## src/rtl/multicycle_ctrl.sv

```systemverilog
// Moore control FSM sequencing a multi-cycle MIPS datapath (shared memory, IR, A/B/ALUOut, one ALU).
// Optional feature macro MC_TIMEOUT_EN: bounds every memory wait to TIMEOUT_CYCLES and pulses mem_timeout.
module multicycle_ctrl #(
  parameter int TIMEOUT_CYCLES = 255,
  parameter int CNT_W          = 8
) (
  input  logic       clk,
  input  logic       rst_n,
  input  logic [5:0] op,
  input  logic       mem_ready,
  output logic       pc_write,
  output logic       pc_write_cond,
  output logic       i_or_d,
  output logic       mem_read,
  output logic       mem_write,
  output logic       ir_write,
  output logic       mem_to_reg,
  output logic       reg_dst,
  output logic       reg_write,
  output logic       alu_src_a,
  output logic [1:0] alu_src_b,
  output logic [1:0] alu_op,
  output logic [1:0] pc_source,
  output logic [3:0] state,
  output logic       instr_done,
  output logic       illegal_op,
  output logic       mem_timeout
);

  typedef enum logic [3:0] {
    FETCH     = 4'd0,
    DECODE    = 4'd1,
    MEM_ADDR  = 4'd2,
    MEM_RD    = 4'd3,
    MEM_WB    = 4'd4,
    MEM_WR    = 4'd5,
    R_EXEC    = 4'd6,
    R_WB      = 4'd7,
    BRANCH    = 4'd8,
    JUMP      = 4'd9,
    ADDI_EXEC = 4'd10,
    ADDI_WB   = 4'd11
  } state_t;

  typedef struct packed {
    logic       pc_write;
    logic       pc_write_cond;
    logic       i_or_d;
    logic       mem_read;
    logic       mem_write;
    logic       ir_write;
    logic       mem_to_reg;
    logic       reg_dst;
    logic       reg_write;
    logic       alu_src_a;
    logic [1:0] alu_src_b;
    logic [1:0] alu_op;
    logic [1:0] pc_source;
    logic       instr_done;
    logic       illegal_op;
    logic       mem_timeout;
  } ctrl_t;

  localparam logic [5:0] OP_RTYPE = 6'b000000;
  localparam logic [5:0] OP_LW    = 6'b100011;
  localparam logic [5:0] OP_SW    = 6'b101011;
  localparam logic [5:0] OP_BEQ   = 6'b000100;
  localparam logic [5:0] OP_J     = 6'b000010;
  localparam logic [5:0] OP_ADDI  = 6'b001000;

  if (2 ** CNT_W <= TIMEOUT_CYCLES) begin : g_cfg_check
    $error("CNT_W is too narrow to count to TIMEOUT_CYCLES");
  end

  state_t state_q, state_d;
  ctrl_t  ctrl, ctrl_gated;
  logic   timeout;

  // NOTE: sequential state uses non-blocking (<=) so every flop samples pre-edge values.
  always_ff @(posedge clk or negedge rst_n) begin
    if (!rst_n) state_q <= FETCH;
    else        state_q <= state_d;
  end

`ifdef MC_TIMEOUT_EN
  logic [CNT_W-1:0] wait_cnt;
  logic             waiting;

  assign waiting = (state_q == FETCH || state_q == MEM_RD || state_q == MEM_WR) && !mem_ready;
  assign timeout = waiting && (wait_cnt == CNT_W'(TIMEOUT_CYCLES));

  // Any state change out of a wait state implies mem_ready or timeout, both of which clear.
  always_ff @(posedge clk or negedge rst_n) begin
    if (!rst_n)                   wait_cnt <= '0;
    else if (waiting && !timeout) wait_cnt <= wait_cnt + 1'b1;
    else                          wait_cnt <= '0;
  end
`else
  assign timeout = 1'b0;
`endif

  // NOTE: every comb output gets a default first, so no path leaves a latch behind.
  always_comb begin
    ctrl    = '0;
    state_d = FETCH;
    unique case (state_q)
      FETCH: begin
        ctrl.mem_read  = 1'b1;
        ctrl.alu_src_b = 2'b01;
        ctrl.ir_write  = mem_ready;
        ctrl.pc_write  = mem_ready;
        state_d        = mem_ready ? DECODE : FETCH;
      end
      DECODE: begin
        ctrl.alu_src_b = 2'b11;
        case (op)
          OP_LW, OP_SW: state_d = MEM_ADDR;
          OP_RTYPE:     state_d = R_EXEC;
          OP_BEQ:       state_d = BRANCH;
          OP_J:         state_d = JUMP;
          OP_ADDI:      state_d = ADDI_EXEC;
          default: begin
            ctrl.illegal_op = 1'b1;
            ctrl.instr_done = 1'b1;
            state_d         = FETCH;
          end
        endcase
      end
      MEM_ADDR: begin
        ctrl.alu_src_a = 1'b1;
        ctrl.alu_src_b = 2'b10;
        state_d        = (op == OP_SW) ? MEM_WR : MEM_RD;
      end
      MEM_RD: begin
        ctrl.mem_read = 1'b1;
        ctrl.i_or_d   = 1'b1;
        if (mem_ready)    state_d = MEM_WB;
        else if (timeout) state_d = FETCH;
        else              state_d = MEM_RD;
      end
      MEM_WB: begin
        ctrl.reg_write  = 1'b1;
        ctrl.mem_to_reg = 1'b1;
        ctrl.instr_done = 1'b1;
      end
      MEM_WR: begin
        ctrl.mem_write  = 1'b1;
        ctrl.i_or_d     = 1'b1;
        ctrl.instr_done = mem_ready;
        state_d         = (mem_ready || timeout) ? FETCH : MEM_WR;
      end
      R_EXEC: begin
        ctrl.alu_src_a = 1'b1;
        ctrl.alu_op    = 2'b10;
        state_d        = R_WB;
      end
      R_WB: begin
        ctrl.reg_write  = 1'b1;
        ctrl.reg_dst    = 1'b1;
        ctrl.instr_done = 1'b1;
      end
      BRANCH: begin
        ctrl.alu_src_a     = 1'b1;
        ctrl.alu_op        = 2'b01;
        ctrl.pc_write_cond = 1'b1;
        ctrl.pc_source     = 2'b01;
        ctrl.instr_done    = 1'b1;
      end
      JUMP: begin
        ctrl.pc_write   = 1'b1;
        ctrl.pc_source  = 2'b10;
        ctrl.instr_done = 1'b1;
      end
      ADDI_EXEC: begin
        ctrl.alu_src_a = 1'b1;
        ctrl.alu_src_b = 2'b10;
        state_d        = ADDI_WB;
      end
      ADDI_WB: begin
        ctrl.reg_write  = 1'b1;
        ctrl.instr_done = 1'b1;
      end
      default: state_d = FETCH;
    endcase
    ctrl.mem_timeout = timeout;
  end

  // Reset must silence the FETCH strobes immediately, not just at the next edge.
  assign ctrl_gated = rst_n ? ctrl : '0;

  assign pc_write      = ctrl_gated.pc_write;
  assign pc_write_cond = ctrl_gated.pc_write_cond;
  assign i_or_d        = ctrl_gated.i_or_d;
  assign mem_read      = ctrl_gated.mem_read;
  assign mem_write     = ctrl_gated.mem_write;
  assign ir_write      = ctrl_gated.ir_write;
  assign mem_to_reg    = ctrl_gated.mem_to_reg;
  assign reg_dst       = ctrl_gated.reg_dst;
  assign reg_write     = ctrl_gated.reg_write;
  assign alu_src_a     = ctrl_gated.alu_src_a;
  assign alu_src_b     = ctrl_gated.alu_src_b;
  assign alu_op        = ctrl_gated.alu_op;
  assign pc_source     = ctrl_gated.pc_source;
  assign instr_done    = ctrl_gated.instr_done;
  assign illegal_op    = ctrl_gated.illegal_op;
  assign mem_timeout   = ctrl_gated.mem_timeout;
  assign state         = state_q;

endmodule

```

## config.mk

```make
export PLATFORM = sky130hd
export DESIGN_NAME = multicycle_ctrl
export DESIGN_NICKNAME = d
export VERILOG_FILES = /design/src/rtl/multicycle_ctrl.sv
export SDC_FILE = /design/constraint.sdc
export NUM_CORES = 1
export LEC_CHECK = 0
export ABC_AREA = 1
export CORE_AREA = 2 2 39 41
export CTS_CLUSTER_DIAMETER = 100
export DETAILED_ROUTE_END_ITERATION = 16
export DIE_AREA = 0 0 41 43
export DONT_BUFFER_PORTS = 1
export GPL_TIMING_DRIVEN = 0
export SKIP_LAST_GASP = 1
export SLEW_MARGIN = 20
export SYNTH_ARGS = -nofsm -noshare
export SYNTH_HDL_FRONTEND = slang
export SYNTH_SLANG_ARGS = --single-unit
```

## constraint.sdc

```tcl
create_clock -name clk -period 2.3 [get_ports clk]
set_input_delay 0.23 -clock clk [delete_from_list [all_inputs] [get_ports clk]]
set_output_delay 0.23 -clock clk [all_outputs]
set_load 0.02 [all_outputs]
```

==> out/metrics.json, run 1 <==
{
  "numCtsBuffers": 3,
  "final_core_utilization_pct": 42.7,
  "pnr_total_power_mw": 0.581,
  "global_route.usage.total_pct": 17.1,
  "synthTopCellsByArea": "sky130_fd_sc_hd__dfrtp_1 19%, sky130_fd_sc_hd__nand2_1 18%, sky130_fd_sc_hd__nor2_1 14%, sky130_fd_sc_hd__inv_1 8.4%, sky130_fd_sc_hd__nand3_1 7.4%",
  "sequentialPowerShare_pct": 26.8,
  "htree_num_levels": 1,
  "seq_cells_post_synth": 4,
  "syn_area_um2": 538,
  "drt-wirelength-per-cell_um": 11.0,
  "post_place_instance_area_um2": 558,
  "final.period_utilization_pct": 85.9,
  "fin_ws_ps": 325,
  "drive_gt1_share_pct": 12.4,
  "comb_power_share_pct": 58.7,
  "netlist-cell-type-count": 21,
  "io-pin-count": 32,
  "finish.cell_count_without_fillers": 121,
  "final.setup.tns_ps": 0,
  "vias_per_cell": 4.97,
  "critPathCaptureType": "output port",
  "design.final.nets": 116,
  "multi_input_area_um2": 355,
  "highest_attainable_clock_frequency_mhz": 506,
  "synth_edf_count": 0,
  "clk_pin_slew_ps": 40,
  "floorplan.initialDensity_pct": 38.9,
  "leakage_nw": 0.302,
  "fillers": 166,
  "grt_pass1_wl_um": 2110,
  "vdd_drop_max_uv": 393,
  "timing.critical_path.arrival_ps": 1740,
  "drt_first_pass_iters": 4,
  "cts.repair_timing.setup_buffer_count": 0,
  "dp_hpwl_um": 1060,
  "grt_overflow": 0,
  "routabilityCongestion": 0.763,
  "die_footprint_um2": 1760,
  "diodes": 0,
  "critPathMaxFanout": 6,
  "numClockSinks": 4,
  "power.net_switching_mw": 0.344,
  "outcome": "finished clean",
  "placed_cells_incl_taps": 117,
  "synth_cells": 101,
  "die-width_um": 41,
  "synth.yosys.warnings": 0,
  "cts-root-buf": "sky130_fd_sc_hd__clkbuf_4",
  "drv_slew": 0,
  "power_per_cell_area_nw_per_um2": 983,
  "final_hold_viol_count": 0,
  "worst-setup-path-type": "reg2out",
  "detail-route-antenna-nets": 0,
  "synthesis.area_per_instance_um2": 5.33,
  "detail_route.drc_violations": 0,
  "worstHoldPathType": "in2reg",
  "timing.final.crit_period_ps": 1970,
  "grt_max_degree": 11,
  "num_rows": 14,
  "synth-seq-area-share_pct": 18.6,
  "power_switching_share_pct": 59.2,
  "route.final.wire_length_um": 1340,
  "core-area_um2": 1380,
  "worstMarginPinSlew_ps": 622,
  "flow.area_growth_from_synthesis_pct": 9.77,
  "worst_setup_slack_post_dpl_ps": 587,
  "share_clk_of_total_power_pct": 14.5,
  "setup_viol": 0,
  "worstSkewPairLatency_ps": 230,
  "finalHoldWorstSlack_ps": 234,
  "vias": 601,
  "synthTopCellsByCount": "26 x sky130_fd_sc_hd__nand2_1, 20 x sky130_fd_sc_hd__nor2_1, 12 x sky130_fd_sc_hd__inv_1, 8 x sky130_fd_sc_hd__nand3_1, 7 x sky130_fd_sc_hd__a21oi_1",
  "tritoncts": "yes",
  "postLayoutCellArea_um2": 591,
  "cp.required_ps": 2070,
  "clock_tree_buf_depth": 2,
  "antenna_violations_before_repair": 0,
  "netlist.area_leader.share_pct": 18.6,
  "register_area_um2": 100,
  "number_of_global_route_vias_before_repair": 522,
  "placement.io_buffers": 0,
  "cts.repair.resized": 0,
  "maxCapViolCount": 0,
  "drt-initial-drc-count": 13,
  "max_ffs_per_register": 4,
  "top_flip_flop_cell_by_instance_count_after_synthesis": "sky130_fd_sc_hd__dfrtp_1",
  "cell_type_with_the_highest_aggregate_area_in_the_netlist": "sky130_fd_sc_hd__dfrtp_1",
  "async_flop_share_pct": 100,
  "worst_slew_margin_rel_pct": 58.2,
  "ctsHoldBuffers": 1,
  "grt_setup_unrepaired": "false",
  "p_int_mw": 0.237,
  "clock-skew-final_ps": 0.539,
  "chip_height_um": 43,
  "synth.most_common_cell": "sky130_fd_sc_hd__nand2_1",
  "worst_setup_path_start_kind": "flop",
  "postSynthNetCount": 110
}
==> critical path, cell delays in order, from the launching register on <==
cell	delay, ps
sky130_fd_sc_hd__dfrtp_1	520
sky130_fd_sc_hd__nor2_1	280
sky130_fd_sc_hd__nand2_1	140
sky130_fd_sc_hd__nor2_1	350
sky130_fd_sc_hd__buf_4	220
==> kinds of logic after synthesis <==
kind of cell	share of synthesized area (%)
flops	18.6
other cells	0.697
simple gates	51.2
buf+inv	15.3
compound gates	14.2
==> layer usage <==
metal / up-vias / part of all wire (%) / global-route usage [%]
met5: - / 0 / 0
met3: 0 / 6.7 / 4.71
li1: 325 / - / -
met2: 21 / 49 / 26.3
met4: 0 / 0 / 4.00
met1: 255 / 44 / 22.9
==> area by class of cell <==
type,instances,area share [%]
Timing Repair Buffer,1,1.69
Sequential cell,4,16.9
Tap cell,16,3.39
Inverter,17,10.8
Buffer,3,3.18
Multi-Input combinational cell,77,60.2
Clock buffer,3,3.81
==> placed cells by master (no fill, tap or decap) <==
cell and n:
sky130_fd_sc_hd__inv_1 12, sky130_fd_sc_hd__buf_4 2, sky130_fd_sc_hd__nand2_4 1, sky130_fd_sc_hd__o22ai_1 1
sky130_fd_sc_hd__o21ai_1 2, sky130_fd_sc_hd__a21oi_2 1, sky130_fd_sc_hd__nand2_1 26, sky130_fd_sc_hd__a31oi_1 1
sky130_fd_sc_hd__nor2_1 20, sky130_fd_sc_hd__clkbuf_4 3, sky130_fd_sc_hd__clkbuf_1 1, sky130_fd_sc_hd__dlygate4sd3_1 1
sky130_fd_sc_hd__conb_1 1, sky130_fd_sc_hd__inv_2 3, sky130_fd_sc_hd__nand3_1 8, sky130_fd_sc_hd__clkinv_1 2
sky130_fd_sc_hd__o21ai_0 2, sky130_fd_sc_hd__nor2_2 1, sky130_fd_sc_hd__nor3_1 2, sky130_fd_sc_hd__nor2_4 2
sky130_fd_sc_hd__dfrtp_1 4, sky130_fd_sc_hd__a21oi_1 7, sky130_fd_sc_hd__nand4_1 2
==> power groups by stage <==
stage | Sequential [mW] | Clock (mW) | Combinational [mW]
2_1_floorplan | 0.150 | 0 | 0.290
3_5_place_dp | 0.158 | 0 | 0.338
3_3_place_gp | 0.157 | 0 | 0.340
6_report | 0.155 | 0.0844 | 0.341
5_1_grt | 0.160 | 0.101 | 0.380
4_1_cts | 0.157 | 0.0900 | 0.342
==> worst paths after layout <==
check,from,endpoint,slack [ps],cells past startpoint
setup / recovery,state[1],pc_source[0],330,4
hold / removal,op[1],state[2],230,3
setup reg to reg,state[3],state[2],970,7
hold reg to reg,state[3],state[3],760,2
max in group asynchronous,rst_n,state[2],1860,1
min in group asynchronous,rst_n,state[0],270,1
Note: power is estimated with default switching activity, not from simulation.
==> run 2: changes to the inputs <==
==> constraint.sdc (replaced) <==
create_clock -name clk -period 2.15 [get_ports clk]
set_input_delay 0.215 -clock clk [delete_from_list [all_inputs] [get_ports clk]]
set_output_delay 0.215 -clock clk [all_outputs]
set_load 0.02 [all_outputs]
==> results of run 2 <==
The final DEF is identical to that of run 1. Status: finished clean.
Main changes from that run: setup slack after placement 587 ps -> 452 ps; setup slack after layout 325 ps -> 190 ps; hold slack 234 ps -> 219 ps; register-to-register setup slack 970 ps -> 820 ps; total power 0.581 mW -> 0.621 mW; worst IR drop on VDD 393 uV -> 420 uV
==> run 3: changes to the inputs <==
--- a/config.mk
+++ b/config.mk
@@ -6,12 +6,13 @@
 export NUM_CORES = 1
 export LEC_CHECK = 0
 export ABC_AREA = 1
-export CORE_AREA = 2 2 39 41
+export CORE_AREA = 2 2 42 44
 export CTS_CLUSTER_DIAMETER = 100
 export DETAILED_ROUTE_END_ITERATION = 16
-export DIE_AREA = 0 0 41 43
-export DONT_BUFFER_PORTS = 1
+export DIE_AREA = 0 0 44 46
 export GPL_TIMING_DRIVEN = 0
+export HOLD_SLACK_MARGIN = 0.05
+export PLACE_DENSITY = 0.75
 export SKIP_LAST_GASP = 1
 export SLEW_MARGIN = 20
 export SYNTH_ARGS = -nofsm -noshare
==> out/metrics.json, run 3 (synthesized netlist as in run 1, its figures left out) <==
{
  "outcome": "finished clean",
  "flow.area_growth_from_synthesis_pct": 68.6,
  "worstHoldPathType": "in2async",
  "final.period_utilization_pct": 97.2,
  "grt_overflow": 0,
  "vias": 722,
  "clk_pin_slew_ps": 40,
  "final_hold_viol_count": 0,
  "detail-route-antenna-nets": 0,
  "timing.final.crit_period_ps": 2090,
  "largest_stage_delay_worst_path_ps": 630,
  "final_cell_mix": "26 x sky130_fd_sc_hd__nand2_1, 19 x sky130_fd_sc_hd__nor2_1, 15 x sky130_fd_sc_hd__clkdlybuf4s50_1, 12 x sky130_fd_sc_hd__inv_1, 10 x sky130_fd_sc_hd__dlymetal6s2s_1",
  "worst_r2r_path_depth": 7,
  "worst-r2r-setup-slack_ps": 950,
  "num_rows": 15,
  "dp_hpwl_um": 1260,
  "finalHoldWorstSlack_ps": 203,
  "worstSkewPairLatency_ps": 230,
  "floorplan.initialDensity_pct": 33.3,
  "detail_route.drc_violations": 0,
  "cts.repair_timing.setup_buffer_count": 0,
  "cp.required_ps": 1930,
  "chip_height_um": 46,
  "maxCapViolCount": 0,
  "cp_max_stage_cell": "sky130_fd_sc_hd__clkdlybuf4s50_1",
  "die_footprint_um2": 2020,
  "highest_attainable_clock_frequency_mhz": 478,
  "clock_tree_buf_depth": 2,
  "drt_first_pass_iters": 6,
  "grt_pass1_wl_um": 2660,
  "grt_max_degree": 11,
  "number_of_global_route_vias_before_repair": 660,
  "worstReg2RegEnd": "state[2]",
  "vdd_drop_max_uv": 310,
  "die-width_um": 44,
  "antenna_violations_before_repair": 0,
  "drive_gt1_share_pct": 12.7,
  "power_per_cell_area_nw_per_um2": 862,
  "leakage_nw": 0.603,
  "max_ffs_per_register": 4,
  "worst_setup_path_start_kind": "flop",
  "grt_setup_unrepaired": "true",
  "crit_chain": "nor2_2 -> nand2_1 -> a31oi_1 -> clkdlybuf4s50_1",
  "io-pin-count": 32,
  "htree_num_levels": 1,
  "worst-setup-path-type": "reg2out",
  "numCtsBuffers": 3,
  "routabilityCongestion": 0.812,
  "numClockSinks": 4,
  "layout_commonest_cell": "sky130_fd_sc_hd__nand2_1",
  "critPathCaptureType": "output port",
  "final_core_utilization_pct": 56.2,
  "diodes": 0,
  "fillers": 164,
  "clock-skew-final_ps": 0.589,
  "post_place_instance_area_um2": 860,
  "tritoncts": "yes",
  "route.final.wire_length_um": 1520,
  "drt-initial-drc-count": 21,
  "postLayoutCellArea_um2": 907,
  "critPathMaxFanout": 5,
  "timing.critical_path.arrival_ps": 1880,
  "design.final.nets": 145,
  "vias_per_cell": 4.78,
  "global_route.usage.total_pct": 17.8,
  "cts-root-buf": "sky130_fd_sc_hd__clkbuf_4",
  "reg2reg_from": "state[3]",
  "drt-wirelength-per-cell_um": 10.1,
  "placement.io_buffers": 30,
  "drv_slew": 0,
  "setup_viol": 0,
  "core-area_um2": 1610,
  "ctsHoldBuffers": 0
}
==> run 3: how the worst max path moves through the flow <==
stage / start / to / slack, ps / cells after the start
after floorplan: state[1] / pc_source[0] / 560 / 4
after global placement: rst_n / pc_source[0] / -270 / 6
after detailed placement: rst_n / pc_source[0] / -290 / 6
after CTS: state[1] / alu_src_a / -5 / 5
after global routing: state[1] / alu_src_a / -70 / 5
final: state[0] / alu_src_a / 60 / 4
==> run 3: repair_timing <==
action	in CTS	in global routing
setup endpoints to repair	12	12
resized for setup	8	11
pin swaps	0	0
==> run 3: per-layer routing <==
| metal | GRT usage [%] | part of all wire, % | wire, um |
|---|---|---|---|
| met3 | 3.17 | 5.2 | 79 |
| met5 | 0 | 0 | 0 |
| met1 | 21.3 | 42 | 636 |
| met2 | 30.3 | 52 | 790 |
| met4 | 9.09 | 0.79 | 12 |
==> run 3: cell type report <==
cell class,count,area (um^2),area share [%]
multi-input cells,77,358,39.4
plain buffers,3,20.0,2.21
inverters,17,65.1,7.17
flip-flops and latches,4,101,11.2
repair buffers,30,319,35.2
well taps,17,21.3,2.34
clock buffers,3,22.5,2.48
==> run 3: critical path, delay by kind of cell, from the launching register on <==
| family | cells | cell delay (ps) |
|---|---|---|
| AOI/OAI and AO/OA | 1 | 200 |
| DFF | 1 | 440 |
| buffers and inverters | 1 | 630 |
| and+or+nand+nor | 2 | 380 |
==> run 3: where the power goes <==
group,switching [mW],internal [mW]
clock network,0.0279,0.0622
logic,0.327,0.221
registers,0.0438,0.0998
total,0.399,0.383
==> run 3: through the flow <==
step                      power [mW]  TNS [ps]  setup slack, ps  std cells
final                          0.782         0             60.0        151
after global routing           0.857     -96.9            -73.5        151
after CTS                      0.794     -5.45            -5.45        151
after detailed placement       0.700     -1780             -288        148
after global placement         0.693     -1670             -266        148
after floorplan                0.471         0              559        101
